`config.mk`:
```
export PLATFORM = sky130hd
export DESIGN_NAME = async_fifo_wr_ctrl_flat
export DESIGN_NICKNAME = d
export VERILOG_FILES = /design/src/rtl/async_fifo_wr_ctrl_pkg.sv /design/src/rtl/async_fifo_wr_ctrl_if.sv /design/src/rtl/async_fifo_wr_ctrl_gray_sync2.sv /design/src/rtl/async_fifo_wr_ctrl.sv /design/src/flat_wrapper.sv
export SDC_FILE = /design/constraint.sdc
export NUM_CORES = 1
export LEC_CHECK = 0
export ABC_CLOCK_PERIOD_IN_PS = 2800
export CAP_MARGIN = 20
export CORE_AREA = 2 2 58 60
export CTS_CLUSTER_DIAMETER = 60
export CTS_CLUSTER_SIZE = 14
export DETAILED_ROUTE_END_ITERATION = 10
export DIE_AREA = 0 0 60 62
export GPL_TIMING_DRIVEN = 0
export PLACE_DENSITY = 0.69
export SYNTH_ARGS = -nofsm -noshare
export SYNTH_HDL_FRONTEND = slang
export SYNTH_SLANG_ARGS = --single-unit
```
`constraint.sdc`:
```
create_clock -name clk -period 2.8 [get_ports clk]
set_input_delay 0.56 -clock clk [delete_from_list [all_inputs] [get_ports clk]]
set_output_delay 0.56 -clock clk [all_outputs]
set_load 0.05 [all_outputs]
```
`src/rtl/async_fifo_wr_ctrl_pkg.sv`:
```
// async_fifo_wr_ctrl_pkg: shared pointer width default and Gray conversions used by both FIFO clock domains
package async_fifo_wr_ctrl_pkg;
    localparam int DEFAULT_ADDR_WIDTH = 6;
    localparam int DEFAULT_ALMOST_FULL_LEVEL = 28;
    function automatic logic [31:0] bin2gray(input logic [31:0] b);
        return b ^ (b >> 1);
    endfunction
    function automatic logic [31:0] gray2bin(input logic [31:0] g);
        logic [31:0] b;
        b[31] = g[31];
        for (int i = 30; i >= 0; i--) b[i] = b[i + 1] ^ g[i];
        return b;
    endfunction
endpackage

```
`src/rtl/async_fifo_wr_ctrl_if.sv`:
```
// async_fifo_wr_ctrl_if: user write request, flags and dpram/read-domain pointer signals of the write side
interface async_fifo_wr_ctrl_if import async_fifo_wr_ctrl_pkg::*; #(
    parameter int ADDR_WIDTH = DEFAULT_ADDR_WIDTH
) ();
    logic                  i_wr_en;
    logic                  o_fifo_full;
    logic                  o_fifo_almost_full;
    logic                  o_overflow;
    logic [ADDR_WIDTH-1:0] ov_wr_level;
    logic [ADDR_WIDTH-2:0] ov_wr_addr_dpram;
    logic                  o_wr_en;
    logic [ADDR_WIDTH-1:0] ov_wr_addr_gray;
    logic [ADDR_WIDTH-1:0] iv_rd_addr_gray;
    modport master (
        input  i_wr_en, iv_rd_addr_gray,
        output o_fifo_full, o_fifo_almost_full, o_overflow, ov_wr_level,
               ov_wr_addr_dpram, o_wr_en, ov_wr_addr_gray
    );
    modport slave (
        output i_wr_en, iv_rd_addr_gray,
        input  o_fifo_full, o_fifo_almost_full, o_overflow, ov_wr_level,
               ov_wr_addr_dpram, o_wr_en, ov_wr_addr_gray
    );
endinterface

```
`src/rtl/async_fifo_wr_ctrl_gray_sync2.sv`:
```
// gray_sync2: two-flop synchronizer for a Gray pointer whose second stage holds the binary-converted value
module gray_sync2 import async_fifo_wr_ctrl_pkg::*; #(
    parameter int DATA_WIDTH = DEFAULT_ADDR_WIDTH
) (
    input  logic                  clk,
    input  logic                  reset,
    input  logic [DATA_WIDTH-1:0] gray,
    output logic [DATA_WIDTH-1:0] bin
);
    logic [DATA_WIDTH-1:0] meta;
    always_ff @(posedge clk) begin
        if (reset) begin
            meta <= '0;
            bin  <= '0;
        end else begin
            meta <= gray;
            bin  <= DATA_WIDTH'(gray2bin(32'(meta)));
        end
    end
endmodule

```
`src/rtl/async_fifo_wr_ctrl.sv`:
```
// async_fifo_wr_ctrl: write-side pointer, Gray export and pessimistic full/level flags of an async FIFO
module async_fifo_wr_ctrl import async_fifo_wr_ctrl_pkg::*; #(
    parameter int ADDR_WIDTH        = DEFAULT_ADDR_WIDTH,
    parameter int ALMOST_FULL_LEVEL = DEFAULT_ALMOST_FULL_LEVEL
) (
    input logic                clk,
    input logic                reset,
    async_fifo_wr_ctrl_if.master bus
);
    logic [ADDR_WIDTH-1:0] wr_ptr, wr_nxt, rd_bin, lvl_nxt;
    logic                  wr_en;
    gray_sync2 #(.DATA_WIDTH(ADDR_WIDTH)) u_sync (
        .clk   (clk),
        .reset (reset),
        .gray  (bus.iv_rd_addr_gray),
        .bin   (rd_bin)
    );
    always_comb begin
        wr_en   = bus.i_wr_en & ~bus.o_fifo_full & ~reset;
        wr_nxt  = wr_ptr + ADDR_WIDTH'(wr_en);
        lvl_nxt = wr_nxt - rd_bin;
    end
    assign bus.o_wr_en          = wr_en;
    assign bus.ov_wr_addr_dpram = wr_ptr[ADDR_WIDTH-2:0];
    // Flags look at the next write pointer so the filling write blocks the very next request
    always_ff @(posedge clk) begin
        if (reset) begin
            wr_ptr                 <= '0;
            bus.ov_wr_addr_gray    <= '0;
            bus.ov_wr_level        <= '0;
            bus.o_fifo_full        <= 1'b0;
            bus.o_fifo_almost_full <= 1'b0;
            bus.o_overflow         <= 1'b0;
        end else begin
            wr_ptr                 <= wr_nxt;
            bus.ov_wr_addr_gray    <= ADDR_WIDTH'(bin2gray(32'(wr_nxt)));
            bus.ov_wr_level        <= lvl_nxt;
            bus.o_fifo_full        <= wr_nxt == {~rd_bin[ADDR_WIDTH-1], rd_bin[ADDR_WIDTH-2:0]};
            bus.o_fifo_almost_full <= lvl_nxt >= ADDR_WIDTH'(ALMOST_FULL_LEVEL);
            bus.o_overflow         <= bus.i_wr_en & bus.o_fifo_full;
        end
    end
endmodule

```
`src/flat_wrapper.sv`:
```
// flat-port wrapper written by rule: the top's interface ports become plain ports
module async_fifo_wr_ctrl_flat import async_fifo_wr_ctrl_pkg::*;
#(
    parameter int ADDR_WIDTH        = DEFAULT_ADDR_WIDTH,
    parameter int ALMOST_FULL_LEVEL = DEFAULT_ALMOST_FULL_LEVEL
)
  (clk, reset, bus_i_wr_en, bus_iv_rd_addr_gray, bus_o_fifo_full, bus_o_fifo_almost_full, bus_o_overflow, bus_ov_wr_level, bus_ov_wr_addr_dpram, bus_o_wr_en, bus_ov_wr_addr_gray);
  async_fifo_wr_ctrl_if #(.ADDR_WIDTH(ADDR_WIDTH)) bus_i ();
  input logic clk;
  input logic reset;
  input wire logic [$bits(bus_i.i_wr_en)-1:0] bus_i_wr_en;
  input wire logic [$bits(bus_i.iv_rd_addr_gray)-1:0] bus_iv_rd_addr_gray;
  output wire logic [$bits(bus_i.o_fifo_full)-1:0] bus_o_fifo_full;
  output wire logic [$bits(bus_i.o_fifo_almost_full)-1:0] bus_o_fifo_almost_full;
  output wire logic [$bits(bus_i.o_overflow)-1:0] bus_o_overflow;
  output wire logic [$bits(bus_i.ov_wr_level)-1:0] bus_ov_wr_level;
  output wire logic [$bits(bus_i.ov_wr_addr_dpram)-1:0] bus_ov_wr_addr_dpram;
  output wire logic [$bits(bus_i.o_wr_en)-1:0] bus_o_wr_en;
  output wire logic [$bits(bus_i.ov_wr_addr_gray)-1:0] bus_ov_wr_addr_gray;
  assign bus_i.i_wr_en = bus_i_wr_en;
  assign bus_i.iv_rd_addr_gray = bus_iv_rd_addr_gray;
  assign bus_o_fifo_full = bus_i.o_fifo_full;
  assign bus_o_fifo_almost_full = bus_i.o_fifo_almost_full;
  assign bus_o_overflow = bus_i.o_overflow;
  assign bus_ov_wr_level = bus_i.ov_wr_level;
  assign bus_ov_wr_addr_dpram = bus_i.ov_wr_addr_dpram;
  assign bus_o_wr_en = bus_i.o_wr_en;
  assign bus_ov_wr_addr_gray = bus_i.ov_wr_addr_gray;
  async_fifo_wr_ctrl #(.ADDR_WIDTH(ADDR_WIDTH), .ALMOST_FULL_LEVEL(ALMOST_FULL_LEVEL)) u_core (.clk(clk), .reset(reset), .bus(bus_i));
endmodule
```
==> results summary, run 1 <==
The most instantiated library cell after synthesis is dfxtp_1. The worst hold-check slack is 0.511 ns. Sorting the synthesized cells by area gives the leading types as dfxtp_1 50%, xor2_1 7.5%, ha_1 6.8%. The count of cell types in the netlist came out at 28. The clock passes through at most 2 buffers. The cts-stage hold buffer count came out at 0. The number of pins with negative max-slew slack in the final report came to 0. The run finished with clean final reports. After filler insertion, the fill cell instance count of the layout stands at 280. The number of CTS-inserted buffers is 5. For this configuration, the core starts out at a cell density of about two fifths. In this run, the number of DRC markers left after iteration 0 of detailed routing was 23. The post-placement cell area came out at 0.00175 sq mm. The required arrival time at the worst endpoint came out at between 3 and 4 ns. The initialized floorplan defines 21 standard-cell rows. The worst endpoint data arrival time is between 2 and 3 ns. The actual slew at the worst max-slew pin came out at ~0.50 ns.

The post-synthesis instance area came out at roughly 0.0013 sq mm. The internal cell power is between 0.7 and 0.8 mW. The worst hold-check path type is reg2reg.

At the end of routability-driven placement, the weighted congestion stood at between 0.8 and 0.9. Setup violations remaining at the end of the flow were counted as 0. The die is 60 microns wide.

The number of clock sinks seen by CTS is 32. The classification of the worst setup path is in2reg. Setup repair after global routing left no endpoint under its margin. The overall global routing resource usage came out at between 10% and 20%. The maximum number of pins on one net before global-route repair came out at 11.

Of the total power, the clock network draws approximately 24%. The detail route stage leaves a number of antenna-violating nets equal to 0. The share of synthesized area in the top cell type comes to between 40 and 50%. The first global-routing pass estimated ~4000 microns of wire. dfxtp_1 takes more of the synthesized area than any other cell.

The warning count from the yosys run came out at 0. The worst path needs 2.62 ns of the cycle, external delays included. The fraction of final layout cells with drive strength greater than 1 came out at 19.2%. The vertical extent of the die is approximately 62 microns. CTS placed an instance of clkbuf_4 at the clock tree root.

The switching power came out at ~0.35 mW. Across the VDD grid, the largest voltage drop is about 0.00029 V. After synthesis, the most frequently instantiated cells are 32 x dfxtp_1, 18 x nor2_1, 11 x nor2b_1, 11 x xor2_1, 8 x inv_1. The remaining global-route overflow came out at 0.

The number of nets in the synthesized netlist is 140. The worst setup path is captured at a flop. Per report_power, the sequential group accounts for a little under half of the total. TritonCTS built the clock tree. Relative to the synthesized area, the layout overhead comes to 49.4%. Counting flops with a built-in enable in the synthesized netlist gives 0. Sequential cells were found to cover between 40% and 50% of the synthesized design area. The number of H-tree levels is 2.

Summed over all nets, the half-perimeter wirelength after detailed placement is 1750 microns. The power per cell area came out at ~580 mW/mm^2. The area of the die came out at 0.00372 sq mm. The maximum clock skew at final layout is 0.00474 ns. The count of final hold-check violations was 0.

The switching part of the total is a little under a third. The total of buffers placed on input and output ports came out at 29. STA classifies the critical path startpoint as a primary input.

The synthesized instance count came out at approximately 120. The number of max-capacitance violations reported came out at 0. The latest clock arrival within the worst-skew pair is about 0.32 ns. The upper clock frequency limit is 381 MHz.

Clock-pin slew was measured on the worst setup and hold paths at roughly 0.090 ns. The wire length after detailed routing is 2470 microns. The via count of the first global-routing pass came to between 800 and 900. After detailed routing, the average wire length per cell comes to between 10 and 15 microns. The count of unresolved DRC violations after routing came out at 0. For this run, the leading register cell type out of synthesis is dfxtp_1. The power share of the combinational group is approximately 30%.

The number of optimization iterations in the first detailed-route pass is 4. The post-route fraction of the period consumed by the critical path is a little over nine tenths. The number of top-level design ports came out at 30. The repair_antennas step left the layout with diodes totalling 0. Dividing the detail-routed via count by the number of cells gives 4.37. The peak fanout along the critical path came out at 10. The relative slew slack is around two thirds.

The proportion of register bits with asynchronous set or reset after synthesis came out at 0%. Dividing the synthesized area by the synthesized cell count gives between 10 and 15 sq um. The region available for standard cell placement spans about 0.0032 sq mm.

The final route contains 930 vias. The total of flip-flops plus latches after synthesis is 32. The number of antenna violations at the first check in global routing came out at 0. The total number of nets in the final design is about 180. The final instance area is 0.00192 sq mm. The analysis attributes to cell leakage a power of between 0.7 and 0.8 nW.
-- cell families (layout without fill, tap and decap cells) --
group / count (synthesis) / in the layout / synth area share (%)
DFF: 32 / 32 / 49.9
xor gates and xnor gates: 21 / 21 / 16.7
buffers and inverters: 12 / 56 / 3.61
adders and majority gates: 8 / 8 / 8.38
and+or+nand+nor: 43 / 43 / 17.3
AOI/OAI and AO/OA: 7 / 7 / 4.19
-- through the flow --
step	TNS, ns	worst slack, ns	cells	total power, mW	utilization, %
6_report	0	0.175	213	1.11	60.3
5_1_grt	0	0.0454	213	1.18	60.3
3_3_place_gp	-3.18	-0.768	198	0.844	55.2
4_1_cts	0	0.00337	211	1.12	59.7
2_1_floorplan	-0.766	-0.304	123	0.759	-
3_5_place_dp	-3.27	-0.777	198	0.849	55.2
-- final timing paths --
kind,from,endpoint,depth (start not counted),slack [ns]
hold reg to reg,u_core.u_sync.meta[5],u_core.u_sync.bin[5],1,0.51
setup reg to reg,u_core.bus.o_fifo_full,u_core.bus.o_fifo_almost_full,11,0.39
setup / recovery,reset,u_core.bus.o_fifo_almost_full,13,0.18
hold / removal,u_core.u_sync.meta[5],u_core.u_sync.bin[5],1,0.51
-- power groups by stage --
| stage | clock (mW) | sequential, mW | combinational [mW] |
|---|---|---|---|
| floorplan | 0 | 0.611 | 0.147 |
| global placement | 0 | 0.519 | 0.325 |
| detailed placement | 0 | 0.521 | 0.328 |
| CTS | 0.278 | 0.510 | 0.334 |
| global route | 0.300 | 0.514 | 0.361 |
| finish | 0.272 | 0.510 | 0.331 |
-- layer usage --
metal / vias up / share of wire [%] / global-route usage, % / routed length (microns)
li1: 474 / - / - / -
met1: 418 / 41 / 16.6 / 1000
met2: 31 / 51 / 26.2 / 1270
met3: 7 / 5.9 / 5.18 / 146
met4: 0 / 2.3 / 9.84 / 56
met5: - / 0 / 0 / 0
-- state kept, by name, summed over array words and instances (netlist names) --
register                       count
u_core.bus.ov_wr_level             6
u_core.u_sync.bin                  6
u_core.u_sync.meta                 6
u_core.wr_ptr                      6
u_core.bus.ov_wr_addr_gray         5
u_core.bus.o_fifo_almost_full      1
u_core.bus.o_fifo_full             1
u_core.bus.o_overflow              1
-- worst max-delay path, stage by stage --
cell       delay, ns
buf_2           0.14
clkbuf_16       0.17
nor3b_4         0.24
ha_4            0.21
ha_4            0.18
nand3_4         0.10
xor2_4          0.22
inv_2           0.07
ha_4            0.23
and3_4          0.15
a221oi_2        0.25
xor2_1          0.22
o2bb2ai_1       0.09
-- final cells by class --
class	count	area, sq um	area share [%]
Sequential cell	32	641	33.4
Buffer	4	43.8	2.28
Inverter	8	30.0	1.57
Tap cell	46	57.6	3.00
Multi-Input combinational cell	79	748	39.0
Clock buffer	8	58.8	3.07
Timing Repair Buffer	36	339	17.7
-- timing repair --
item,in CTS,in global routing
pin swaps,7,7
buffers inserted,5,2
setup endpoints to repair,5,2
resized for setup,9,4
-- cells in the final DEF, fill, tap and decap left out, types with 5 or more instances in the layout --
cell type,n
dfxtp_1,32
clkdlybuf4s50_1,26
nor2_1,18
nor2b_1,11
xor2_1,8
inv_1,7
xnor2_1,7
buf_4,7
clkbuf_4,5
Power figures use the tool's default switching activity.
==> run 2: changes to the inputs <==
REMOVE_ABC_BUFFERS = 1   (was default)
==> results summary, run 2 (synthesized netlist as in run 1, its figures left out) <==
The area of the die is 0.00372 sq mm (unchanged). The maximum vdd drop is 0.000303 V (+5.1%). The number of H-tree levels is 2 (unchanged). The via count of the first global-routing pass is 886 (-0.67%). The met3 routed wirelength was 139 microns (-4.8%).

The area of the core region came out at 0.00318 sq mm (unchanged). The met2 wirelength from detailed routing is 1250 microns (-1.7%). The post-route fraction of the period consumed by the critical path was 94.2% (+0.47 points). The wire length of the first global-routing pass was 3760 microns (-5.6%). The remaining global-route overflow was 0 (unchanged).

The count of final hold-check violations was 0 (unchanged). The worst hold-check slack is 0.491 ns (-0.0207 ns). Setup repair after global routing left no endpoint under its margin. The latest clock arrival within the worst-skew pair was 0.33 ns (about the same).

The number of pins with negative max-slew slack in the final report is 0 (unchanged). The number of non-filler instances in the completed layout came out at 208 (-2.3%). STA classifies the critical path endpoint as an output port. The total number of nets in the final design came out at 178 (-2.7%). The number of setup violations in the final report is 0 (unchanged). The overall global routing resource usage is 14.1% (-1.3 points).

The detailed placer's ending HPWL is 1530 microns (-12%). TritonCTS built the clock tree. The static leakage came to 0.742 nW (-4.7%).

The wire length after detailed routing came out at 2390 microns (-3.2%). In this run the top signal layer used is met4. The clock transition time at the flip-flop clock pins of the worst setup and hold paths was 0.09 ns (about the same). The worst endpoint data arrival time is 2.08 ns (-0.76 ns).

The number of max-capacitance violations reported came out at 0 (unchanged). The worst hold-check path type is reg2reg. The total via count in the routed design came out at 920 (-1.1%). The routed length on met1 is 958 microns (-4.2%). The maximum number of pins on one net before global-route repair is 34 (+23). The run finished with clean final reports. The number of optimization iterations in the first detailed-route pass was 4 (unchanged). The fraction of final layout cells with drive strength greater than 1 came out at 17.9% (-1.3 points). The actual slew at the worst max-slew pin came out at 0.507 ns (+0.00358 ns). The cell sitting at the root of the clock tree is a clkbuf_4.

The overall power consumption is 1.10 mW (-1.2%). The upper clock frequency limit is 379 MHz (-0.49%). The power per cell area came out at 596 mW/mm^2 (+2.7%). The minimum clock period was 2.64 ns (+0.0131 ns). The number of antenna violations at the first check in global routing came out at 0 (unchanged).

In the layout the commonest cells are 32 x dfxtp_1, 27 x clkdlybuf4s50_1, 18 x nor2_1. Leaving out fill and tap cells, the most frequent cell in the layout is dfxtp_1. The post-placement cell area is 0.00162 sq mm (-7.9%).

The DRC violation total after the first TritonRoute iteration came out at 40 (+74%). The number of top-level design ports came out at 30 (unchanged). The final instance area is 0.00184 sq mm (-3.8%). The required arrival time at the worst endpoint is 2.24 ns (-0.78 ns).

The count of standard-cell rows is 21 (unchanged). The count of unresolved DRC violations after routing is 0 (unchanged). The cts-stage hold buffer count came to 0 (unchanged).

The kind of start point of the critical path is a primary input. The average via count per standard cell came to 4.42 (+1.3%). The number of CTS-inserted buffers came out at 5 (unchanged). The number of clock sinks seen by CTS is 32 (unchanged). The number of placed instances with taps included is 194 (-2.0%). The classification of the worst setup path is in2out.

The relative slew slack came out at 66.1% (-0.24 points). The final routed wire length divided by cell count came out at 11.5 microns (-0.87%). The maximum clock skew at final layout was 0.00441 ns (-0.000334 ns). The number of inserted diodes is 0 (unchanged). The last weighted congestion value of the routability-driven placer came to 0.819 (-8.5%).

The peak fanout along the critical path was 33 (+23). The area growth from synthesis to layout is 43.7%. The count of fill cells added during filler insertion came out at 273 (-2.5%).

The die outline width is 60 microns (unchanged). The post-detailed-route count of antenna-violating nets is 0 (unchanged). The maximum count of clock buffers along a single path was 2 (unchanged). The effective utilization at floorplan came out at 40.4% (unchanged).

The total of buffers placed on input and output ports is 29 (unchanged). The vertical extent of the die came out at 62 microns (unchanged).
## run 2: cell count changes in the layout (fill, tap and decap cells not counted), sizes merged
cell,previous run,this run
clkdlybuf4s50,26,27
dlygate4sd2,1,0
clkbuf,11,9
buf,9,6
## run 2: metrics by stage
step | utilization (%) | TNS, ns | setup slack, ns
final | 58.0 | 0 | 0.162
after global routing | 58.0 | 0 | 0.0423
after CTS | 56.3 | 0 | 0.0231
after detailed placement | 50.8 | -13.77 | -1.61
after global placement | 50.8 | -11.86 | -1.49
after floorplan | - | -6.17 | -1.11
## run 2: final timing paths
check / start / endpoint / slack, ns / cells past startpoint
setup / recovery: reset / bus_o_wr_en / 0.16 / 4
hold / removal: u_core.u_sync.meta[0] / u_core.u_sync.bin[0] / 0.49 / 2
setup reg to reg: u_core.bus.o_fifo_full / u_core.bus.o_fifo_almost_full / 0.39 / 11
hold reg to reg: u_core.u_sync.meta[0] / u_core.u_sync.bin[0] / 0.49 / 2
## run 2: timing repair
item | 4_1_cts | 5_1_grt
setup buffers | 2 | 4
resized for setup | 20 | 6
endpoints found under the setup margin | 14 | 2
pin swaps | 5 | 5
## run 2: area by class of cell
| type | instances | area, sq um | area share [%] |
|---|---|---|---|
| Clock buffer | 8 | 58.8 | 3.19 |
| Inverter | 8 | 30.0 | 1.63 |
| Multi-Input combinational cell | 79 | 722 | 39.1 |
| Sequential cell | 32 | 641 | 34.7 |
| Tap cell | 46 | 57.6 | 3.12 |
| Timing Repair Buffer | 35 | 335 | 18.2 |
## run 2: power breakdown
| part | total [mW] | leakage, nW | internal (mW) | switching, mW |
|---|---|---|---|---|
| sequential | 0.509 | 0.263 | 0.495 | 0.0136 |
| clock | 0.269 | 0.0326 | 0.124 | 0.145 |
| combinational | 0.321 | 0.446 | 0.129 | 0.192 |
## run 2: metal layers
| layer | vias to the layer above | track usage [%] |
|---|---|---|
| li1 | 462 | - |
| met4 | 0 | 7.30 |
| met1 | 425 | 13.7 |
| met5 | - | 0 |
| met2 | 28 | 25.9 |
| met3 | 5 | 5.59 |
## run 2: critical path, cell delays in order
cell	delay [ns]
clkbuf_4	0.27
nor3b_4	0.30
buf_4	0.15
clkdlybuf4s50_1	0.79
==> run 3: changes to the inputs <==
GPL_ROUTABILITY_DRIVEN = 0   (was default)
==> results of run 3 <==
Final layout, timing and power as in run 2 (identical DEF).
